File: src/rtl/atm_pkg.sv
// Shared constants, state encoding and helpers for the ATM cash dispenser.
// The optional low-cash warning is enabled with ATM_LOW_CASH_WARN_EN.
package atm_pkg;

    localparam int NUM_CASSETTES = 5;

    localparam logic [6:0] DENOM_0 = 7'd50;
    localparam logic [6:0] DENOM_1 = 7'd20;
    localparam logic [6:0] DENOM_2 = 7'd10;
    localparam logic [6:0] DENOM_3 = 7'd5;
    localparam logic [6:0] DENOM_4 = 7'd1;

    localparam logic [1:0] FAULT_NONE      = 2'b00;
    localparam logic [1:0] FAULT_NO_CHANGE = 2'b01;
    localparam logic [1:0] FAULT_JAM       = 2'b10;

    typedef enum logic [2:0] {
        IDLE  = 3'd0,
        PLAN  = 3'd1,
        FIRE  = 3'd2,
        WAIT  = 3'd3,
        DONE  = 3'd4,
        FAULT = 3'd5
    } state_e;

    // Face value of the note held in cassette idx (highest first).
    function automatic logic [6:0] denom(input logic [2:0] idx);
        case (idx)
            3'd0:    denom = DENOM_0;
            3'd1:    denom = DENOM_1;
            3'd2:    denom = DENOM_2;
            3'd3:    denom = DENOM_3;
            3'd4:    denom = DENOM_4;
            default: denom = 7'd0;
        endcase
    endfunction

endpackage

File: src/rtl/atm_cassette_counter.sv
// Inventory counter for one note cassette: load on reset/refill, saturating decrement.
// With ATM_LOW_CASH_WARN_EN defined it also raises a registered low-inventory flag.
module atm_cassette_counter
    import atm_pkg::*;
#(
    parameter int CNT_W      = 8,
    parameter int INIT_NOTES = 100,
    parameter int LOW_THRESH = 5
) (
    input  logic             clock,
    input  logic             reset,
    input  logic             load,
    input  logic             dec,
    output logic [CNT_W-1:0] count,
    output logic             low
);

    logic [CNT_W-1:0] cnt_r;

    // Inventory register; a decrement at zero is refused so it cannot wrap.
    always_ff @(posedge clock or negedge reset) begin
        if (!reset) begin
            cnt_r <= CNT_W'(INIT_NOTES);
        end else if (load) begin
            cnt_r <= CNT_W'(INIT_NOTES);
        end else if (dec && (cnt_r != {CNT_W{1'b0}})) begin
            cnt_r <= cnt_r - CNT_W'(1);
        end else begin
            cnt_r <= cnt_r;
        end
    end

    assign count = cnt_r;

`ifdef ATM_LOW_CASH_WARN_EN
    logic low_r;

    // Warning flag follows the inventory one cycle later.
    always_ff @(posedge clock or negedge reset) begin
        if (!reset) begin
            low_r <= 1'b0;
        end else begin
            low_r <= (cnt_r < CNT_W'(LOW_THRESH));
        end
    end

    assign low = low_r;
`else
    assign low = 1'b0;
`endif

endmodule

File: src/rtl/atm_cash_dispenser.sv
// Plans a greedy note split against cassette inventory, then feeds notes one at a time.
// Optional low-cash flags are built only when ATM_LOW_CASH_WARN_EN is defined.
module atm_cash_dispenser
    import atm_pkg::*;
#(
    parameter int CNT_W       = 8,
    parameter int INIT_NOTES  = 100,
    parameter int ACK_TIMEOUT = 64,
    parameter int LOW_THRESH  = 5
) (
    input  logic       clock,
    input  logic       reset,
    input  logic       dispense_req,
    input  logic [6:0] dispense_amount,
    input  logic       refill,
    input  logic       note_ack,
    output logic       busy,
    output logic [2:0] note_sel,
    output logic       note_fire,
    output logic       dispense_done,
    output logic       dispense_fault,
    output logic [1:0] fault_code,
    output logic [4:0] low_cash
);

    localparam int         TMR_W    = $clog2(ACK_TIMEOUT) + 1;
    localparam logic [2:0] LAST_IDX = 3'(NUM_CASSETTES - 1);

    state_e                   state_r, state_s;
    logic [6:0]               remaining_r, remaining_s;
    logic [2:0]               idx_r, idx_s;
    logic [CNT_W-1:0]         plan_r [NUM_CASSETTES];
    logic [CNT_W-1:0]         plan_s [NUM_CASSETTES];
    logic [TMR_W-1:0]         timer_r, timer_s;
    logic [CNT_W-1:0]         inv_s  [NUM_CASSETTES];
    logic [NUM_CASSETTES-1:0] dec_s;
    logic                     load_s;
    logic                     fire_s;
    logic [1:0]               fault_code_s;

    for (genvar g = 0; g < NUM_CASSETTES; g++) begin : g_cassette
        atm_cassette_counter #(
            .CNT_W      (CNT_W),
            .INIT_NOTES (INIT_NOTES),
            .LOW_THRESH (LOW_THRESH)
        ) u_counter (
            .clock (clock),
            .reset (reset),
            .load  (load_s),
            .dec   (dec_s[g]),
            .count (inv_s[g]),
            .low   (low_cash[g])
        );
    end

    // Next-state logic: planning walks cassettes high to low, firing replays the plan.
    always_comb begin
        state_s      = state_r;
        remaining_s  = remaining_r;
        idx_s        = idx_r;
        plan_s       = plan_r;
        timer_s      = timer_r;
        dec_s        = {NUM_CASSETTES{1'b0}};
        load_s       = 1'b0;
        fire_s       = 1'b0;
        fault_code_s = fault_code;

        case (state_r)
            IDLE: begin
                if (dispense_req) begin
                    remaining_s  = dispense_amount;
                    for (int i = 0; i < NUM_CASSETTES; i++) begin
                        plan_s[i] = {CNT_W{1'b0}};
                    end
                    idx_s        = 3'd0;
                    fault_code_s = FAULT_NONE;
                    state_s      = PLAN;
                end else if (refill) begin
                    load_s = 1'b1;
                end else begin
                    load_s = 1'b0;
                end
            end
            PLAN: begin
                if ((remaining_r >= denom(idx_r)) && (plan_r[idx_r] < inv_s[idx_r])) begin
                    plan_s[idx_r] = plan_r[idx_r] + CNT_W'(1);
                    remaining_s   = remaining_r - denom(idx_r);
                end else if (idx_r < LAST_IDX) begin
                    idx_s = idx_r + 3'd1;
                end else if (remaining_r == 7'd0) begin
                    idx_s   = 3'd0;
                    state_s = FIRE;
                end else begin
                    fault_code_s = FAULT_NO_CHANGE;
                    state_s      = FAULT;
                end
            end
            FIRE: begin
                if (plan_r[idx_r] != {CNT_W{1'b0}}) begin
                    fire_s  = 1'b1;
                    timer_s = {TMR_W{1'b0}};
                    state_s = WAIT;
                end else if (idx_r < LAST_IDX) begin
                    idx_s = idx_r + 3'd1;
                end else begin
                    state_s = DONE;
                end
            end
            WAIT: begin
                // An ack arriving on the last timer cycle still counts as delivered.
                if (note_ack) begin
                    dec_s[idx_r]  = 1'b1;
                    plan_s[idx_r] = plan_r[idx_r] - CNT_W'(1);
                    state_s       = FIRE;
                end else if (timer_r == TMR_W'(ACK_TIMEOUT - 1)) begin
                    fault_code_s = FAULT_JAM;
                    state_s      = FAULT;
                end else begin
                    timer_s = timer_r + TMR_W'(1);
                end
            end
            DONE: begin
                state_s = IDLE;
            end
            FAULT: begin
                state_s = IDLE;
            end
            default: begin
                state_s = IDLE;
            end
        endcase
    end

    // Sequencer state, working amount, cursor, plan and ack timer.
    always_ff @(posedge clock or negedge reset) begin
        if (!reset) begin
            state_r     <= IDLE;
            remaining_r <= 7'd0;
            idx_r       <= 3'd0;
            timer_r     <= {TMR_W{1'b0}};
            for (int i = 0; i < NUM_CASSETTES; i++) begin
                plan_r[i] <= {CNT_W{1'b0}};
            end
        end else begin
            state_r     <= state_s;
            remaining_r <= remaining_s;
            idx_r       <= idx_s;
            timer_r     <= timer_s;
            plan_r      <= plan_s;
        end
    end

    // Outputs are registered from the next state so they line up with the state register.
    always_ff @(posedge clock or negedge reset) begin
        if (!reset) begin
            busy           <= 1'b0;
            note_fire      <= 1'b0;
            note_sel       <= 3'd0;
            dispense_done  <= 1'b0;
            dispense_fault <= 1'b0;
            fault_code     <= FAULT_NONE;
        end else begin
            busy           <= (state_s != IDLE);
            note_fire      <= fire_s;
            note_sel       <= fire_s ? idx_r : 3'd0;
            dispense_done  <= (state_s == DONE);
            dispense_fault <= (state_s == FAULT);
            fault_code     <= fault_code_s;
        end
    end

endmodule
File: config.mk
export PLATFORM = sky130hd
export DESIGN_NAME = atm_cash_dispenser
export DESIGN_NICKNAME = d
export VERILOG_FILES = /design/src/rtl/atm_pkg.sv /design/src/rtl/atm_cassette_counter.sv /design/src/rtl/atm_cash_dispenser.sv
export SDC_FILE = /design/constraint.sdc
export NUM_CORES = 1
export LEC_CHECK = 0
export CORE_ASPECT_RATIO = 1.1
export CORE_MARGIN = 5
export CORE_UTILIZATION = 53
export CTS_CLUSTER_DIAMETER = 60
export DETAILED_ROUTE_END_ITERATION = 12
export MAX_ROUTING_LAYER = met4
export PLACE_DENSITY = 0.71
export RECOVER_POWER = 50
export SYNTH_ARGS = -nofsm -noshare
export SYNTH_HDL_FRONTEND = slang
export SYNTH_SLANG_ARGS = --single-unit
File: constraint.sdc
create_clock -name clock -period 4.25 [get_ports clock]
set_input_delay 0.85 -clock clock [delete_from_list [all_inputs] [get_ports clock]]
set_output_delay 0.85 -clock clock [all_outputs]
set_load 0.02 [all_outputs]
==> results of run 1 <==
sequential cells by signal, indices dropped and copies added (netlist names):
register                    flops
busy                            1
note_sel                        3
remaining_r                     7
dispense_fault                  1
fault_code                      2
dispense_done                   1
timer_r                         7
g_cassette.u_counter.count     40
plan_r                         40
state_r                         3
idx_r                           3
note_fire                       1
metrics by stage:
stage	cells	total power, mW	hold slack (ns)	util, %
floorplan	715	4.64	0.437	-
global placement	873	5.55	0.464	56.5
detailed placement	873	5.65	0.464	56.5
CTS	889	6.54	0.477	58.9
global route	889	7.04	0.505	58.8
finish	889	6.56	0.477	58.8
cells in the mapped netlist, types with 6 or more instances:
cell	number	area (um2)
buf_4	9	67.6
o21ai_0	36	180
a21boi_0	6	45.0
nand3_1	23	115
inv_1	34	128
ha_1	32	400
a32o_1	11	110
mux2i_1	20	200
buf_6	6	67.6
xor2_1	13	114
and3_1	10	62.6
xnor2_1	19	166
or3_1	7	43.8
nor4_1	9	56.3
dfstp_2	15	394
mux2_2	7	78.8
inv_2	6	22.5
nand2_1	64	240
o21ai_1	6	30.0
dfrtp_1	94	2350
clkbuf_1	9	33.8
a21oi_1	44	220
a22oi_1	17	128
o2bb2ai_1	18	158
nor2_1	70	263
final timing paths:
| path | depth (start not counted) | from | end |
|---|---|---|---|
| min in group asynchronous | 1 | reset | remaining_r[2] |
| worst max register to register | 13 | idx_r[1] | plan_r[16] |
| worst max-delay path | 13 | idx_r[1] | plan_r[16] |
| worst min-delay path | 1 | plan_r[24] | plan_r[24] |
| max in group asynchronous | 2 | reset | g_cassette[3].u_counter.count[1] |
| worst min register to register | 1 | plan_r[24] | plan_r[24] |
logic make-up (layout without fill, tap and decap cells):
logic type / Yosys count / after routing / synth area share, %
xor+xnor: 32 / 32 / 4.07
flops: 109 / 109 / 39.9
mux: 29 / 29 / 4.49
compound gates: 210 / 210 / 23.8
simple gates: 225 / 225 / 16.4
fa+ha+maj: 33 / 33 / 6.11
other cells: 1 / 5 / 0.0545
buf+inv: 72 / 89 / 5.20
power groups by stage:
stage / registers [mW] / logic (mW) / clock network [mW]
after floorplan: 1.74 / 2.90 / 0
after global placement: 1.87 / 3.68 / 0
after detailed placement: 1.88 / 3.77 / 0
after CTS: 1.87 / 3.79 / 0.874
after global routing: 1.92 / 4.19 / 0.919
final: 1.88 / 3.82 / 0.854
layout make-up:
class,count,area [um2]
clock buffers,15,268
clock inverters,1,30.0
well taps,157,196
fillers,1119,5230
repair buffers,32,278
multi-input cells,534,3790
inverters,41,156
flip-flops and latches,109,2750
layer usage:
| layer | part of all wire [%] | vias to the layer above |
|---|---|---|
| met5 | 0 | - |
| met4 | 2.0 | 0 |
| met3 | 4.5 | 25 |
| met2 | 49 | 161 |
| met1 | 45 | 2797 |
| li1 | - | 2631 |
==> metrics, run 1 <==
status=finished with violations; failing checks=capacitance limit, slew limit; worst slack, placed=0.409 ns; DRT iter0 DRCs=445; CTS clk-pin slew, worst paths=0.07 ns; initial antenna violation count=0; # DRC=0; latest clock arrival within the worst-skew pair=0.36 ns; Initial DRT Pass Iterations=5; Warnings, synthesis=0; switching share of power=48.1%; Post CTS Setup Buffer Count=0; combinational power share=58.3%; most frequent cells in the layout=94 x dfrtp_1, 70 x nor2_1, 64 x nand2_1, 44 x a21oi_1, 36 x o21ai_0; Post-DP HPWL=13.3 mm; CP Capture Type=flip-flop; clock sinks=109; area delta synth->final=8.51%; chip width=119 um; cts bufs inserted=9; Clock power frac=13.0%; Worst Path Arrival=4.16 ns; largest net degree at the start of global routing=80; All-Layer GR Usage=24.8%; global-route wire length before repair=29.6 mm; mean area per synthesized cell=9.68 um2; routability congestion estimate=0.993; TNS Setup=0 ns; Max FO, Critical Path=15; Netlist Area Pre-Place=6880 um2; Die H=129 um; post-route ant nets=0; Tcrit/Tclk final=93.2%; share of layout cells above drive strength 1=12.6%; Fmax achieved=253 MHz; clk buf depth=2; grt met1 use=31.7%; fin. max-slew vios=80; Root Buffer=clkbuf_16; core area=12700 um2; grt met2 use=40.6%; commonest non-fill, non-tap cell in the layout=dfrtp_1; CP Cell Sequence=buf_4, nor2b_4, a22oi_1, o221a_2, inv_2, ha_1, a21o_1, a21oi_1, a21o_1, a31o_2, nand3_1, a221oi_1, mux2i_1; Power Density=879 nW/um2; Tmin final=3.96 ns; Worst EP required=4.45 ns; met3 Use GR=3.49%; Remaining Overflow, GRT=0; Fin. Hold Viols=0; Slew headroom=-29.6%; Initial Util=54.2%; Post-Synthesis Cells=711; Buf/Inv on CP=2; worst-path cell with the longest stage delay=a221oi_1; maximum VDD drop=0.000352 V; Setup Skew=0.00959 ns; GRT busiest layer=met2; internal power=3.40 mW; IO buf count=20; RSZ-0062 raised after global routing=false; cts hold-fix bufs=0; clock tree from TritonCTS=done; hold crit path type=reg2reg; routed length per instance=20.0 um; Resize count post-CTS=0; ys async rst share=100%; Startpoint Class=flip-flop; sequential share of the synthesized area=39.9%; Via density=6.31; Die ar.=15400 um2; most used cell, CP=a21o_1; Psw=3.16 mW; Post-DP Area=7180 um2; WS Path Type=reg2reg; antenna diode count=0; R2R Setup Slk=0.29 ns; Worst-Margin Slew=1.94 ns; final wirelength=17.7 mm; CP top delay family=compound AO/OA/AOI/OAI gates; Seq pwr share=28.7%; nets@finish=772; Setup-failing EPs final=0; vias in the first global route=5590; EDFF count, synth=0; ys flop type=dfrtp_1; row cnt=43; post-route cell area=7460 um2; Pleak=3.17 nW; H-tree levels=3; Unique masters post-synth=93; Final Worst Setup Slack=0.291 ns; CP peak stage delay=0.59 ns; Vias=5614; max cap viols=1; Yosys reg bits=109; IO Count=26
(Power assumes the default switching activity.)
==> inputs of run 2 (changes only) <==
--- a/config.mk
+++ b/config.mk
@@ -5,13 +5,15 @@
 export SDC_FILE = /design/constraint.sdc
 export NUM_CORES = 1
 export LEC_CHECK = 0
+export CELL_PAD_IN_SITES_DETAIL_PLACEMENT = 1
+export CELL_PAD_IN_SITES_GLOBAL_PLACEMENT = 2
 export CORE_ASPECT_RATIO = 1.1
 export CORE_MARGIN = 5
-export CORE_UTILIZATION = 53
+export CORE_UTILIZATION = 40
 export CTS_CLUSTER_DIAMETER = 60
 export DETAILED_ROUTE_END_ITERATION = 12
 export MAX_ROUTING_LAYER = met4
-export PLACE_DENSITY = 0.71
+export PLACE_DENSITY_LB_ADDON = 0.1
 export RECOVER_POWER = 50
 export SYNTH_ARGS = -nofsm -noshare
 export SYNTH_HDL_FRONTEND = slang
==> run 2 against run 1 <==
Net effect: the run still ends with capacitance limit, slew limit left; critical path type unchanged; maximum frequency rose by 3.3%; clock power rose by 4.2%; sequential share of layout area fell by 0.67 points.
==> metrics, run 2 (synthesized netlist as in run 1, its figures left out) <==
Final Worst Setup Slack=0.416 ns; CP Cell Sequence=buf_4, and2b_1, a22oi_1, o22a_4, inv_2, ha_1, nand3_1, nand2_1, a211oi_1, o21ai_0, o21ai_4, buf_4, nand2_1, o2bb2ai_1; CTS clk-pin slew, worst paths=0.08 ns; worst slack, placed=0.406 ns; cts hold-fix bufs=0; area delta synth->final=10.5%; CP top delay family=compound AO/OA/AOI/OAI gates; WS Path Type=reg2reg; Post-DP Area=7300 um2; TNS Setup=0 ns; Vias=5623; final wirelength=20.5 mm; Worst Path Arrival=4.12 ns; Post-DP HPWL=15.4 mm; Fin. Hold Viols=0; Pleak=3.19 nW; Worst EP required=4.53 ns; IO buf count=20; H-tree levels=3; Power Density=882 nW/um2; grt met2 use=36.9%; Fmax achieved=261 MHz; latest clock arrival within the worst-skew pair=0.37 ns; Hold Slack=0.470 ns; All-Layer GR Usage=22.3%; nets@finish=774; initial antenna violation count=1; routability congestion estimate=0.837; RSZ-0062 raised after global routing=false; Root Buffer=clkbuf_16; IO Count=26; maximum VDD drop=0.000310 V; met3 Use GR=2.69%; Die ar.=19900 um2; cts bufs inserted=9; hold crit path type=reg2reg; clock sinks=109; most frequent cells in the layout=94 x dfrtp_1, 70 x nor2_1, 64 x nand2_1, 44 x a21oi_1, 36 x o21ai_0; DRT iter0 DRCs=369; clock tree from TritonCTS=done; Via density=5.80; global-route wire length before repair=34.1 mm; WP depth=14; Initial Util=40.6%; total power=6.70 mW; Worst-Margin Slew=3.17 ns; largest net degree at the start of global routing=56; clk buf depth=2; # DRC=0; GRT busiest layer=met2; failing checks=capacitance limit, slew limit; fin. max-slew vios=55; post-route ant nets=0; Tmin final=3.83 ns; Slew headroom=-112%; Post CTS Setup Buffer Count=0; chip width=135 um; Startpoint Class=flip-flop; post-route cell area=7600 um2; vias in the first global route=6087; core area=17000 um2; fill count=1904; Register-to-Register Path Depth=14; commonest non-fill, non-tap cell in the layout=dfrtp_1; Setup-failing EPs final=0; Die H=148 um; CP peak stage delay=0.44 ns; Setup Skew=0.0108 ns; Max FO, Critical Path=32; Resize count post-CTS=0; Remaining Overflow, GRT=0; Tcrit/Tclk final=90.2%; CP Capture Type=flip-flop; row cnt=50; Buf/Inv on CP=3; share of layout cells above drive strength 1=13.4%; Hold Path Cell Cnt=1; Initial DRT Pass Iterations=4; grt met1 use=28.5%; worst-path cell with the longest stage delay=dfrtp_1; status=finished with violations; max cap viols=1; routed length per instance=21.2 um
run 2: worst paths after layout:
kind                             from                               end  slack, ns
min in group asynchronous       reset                        timer_r[2]       1.52
min                        plan_r[24]                        plan_r[24]       0.47
max                          idx_r[0]                        plan_r[13]       0.42
max reg2reg                  idx_r[0]                        plan_r[13]       0.42
min reg2reg                plan_r[24]                        plan_r[24]       0.47
max in group asynchronous       reset  g_cassette[2].u_counter.count[1]       0.90
run 2: per-stage QoR:
step                      instances  util, %
after floorplan                 715        -
after detailed placement        952     43.1
final                           969     44.8
after global placement          952     43.1
after global routing            969     44.8
after CTS                       968     44.8
run 2: metal layers:
metal,part of all wire [%],vias to the layer above
met4,2.6,0
met2,50,88
li1,-,2632
met5,0,-
met1,45,2867
met3,2.7,36
run 2: final cells by class:
| type | instances | area [um2] | share of cell area (%) |
|---|---|---|---|
| Sequential cell | 109 | 2750 | 36.1 |
| Inverter | 41 | 156 | 2.06 |
| Clock inverter | 5 | 60.1 | 0.790 |
| Tap cell | 234 | 293 | 3.85 |
| Clock buffer | 11 | 243 | 3.19 |
| Timing Repair Buffer | 34 | 312 | 4.10 |
| Antenna cell | 1 | 2.50 | 0.0329 |
| Multi-Input combinational cell | 534 | 3790 | 49.9 |
run 2: worst register-to-register path: cells and delay by family, from the launching register on:
kind	cells	cell delay [ns]
AOI/OAI and AO/OA	6	1.48
and+or+nand+nor	4	0.81
buffers and inverters	3	0.80
DFF	1	0.44
adders and majority gates	1	0.24
run 2: power breakdown:
group          internal (mW)  switching, mW
combinational           1.49           2.43
clock                  0.477          0.413
sequential              1.45          0.445
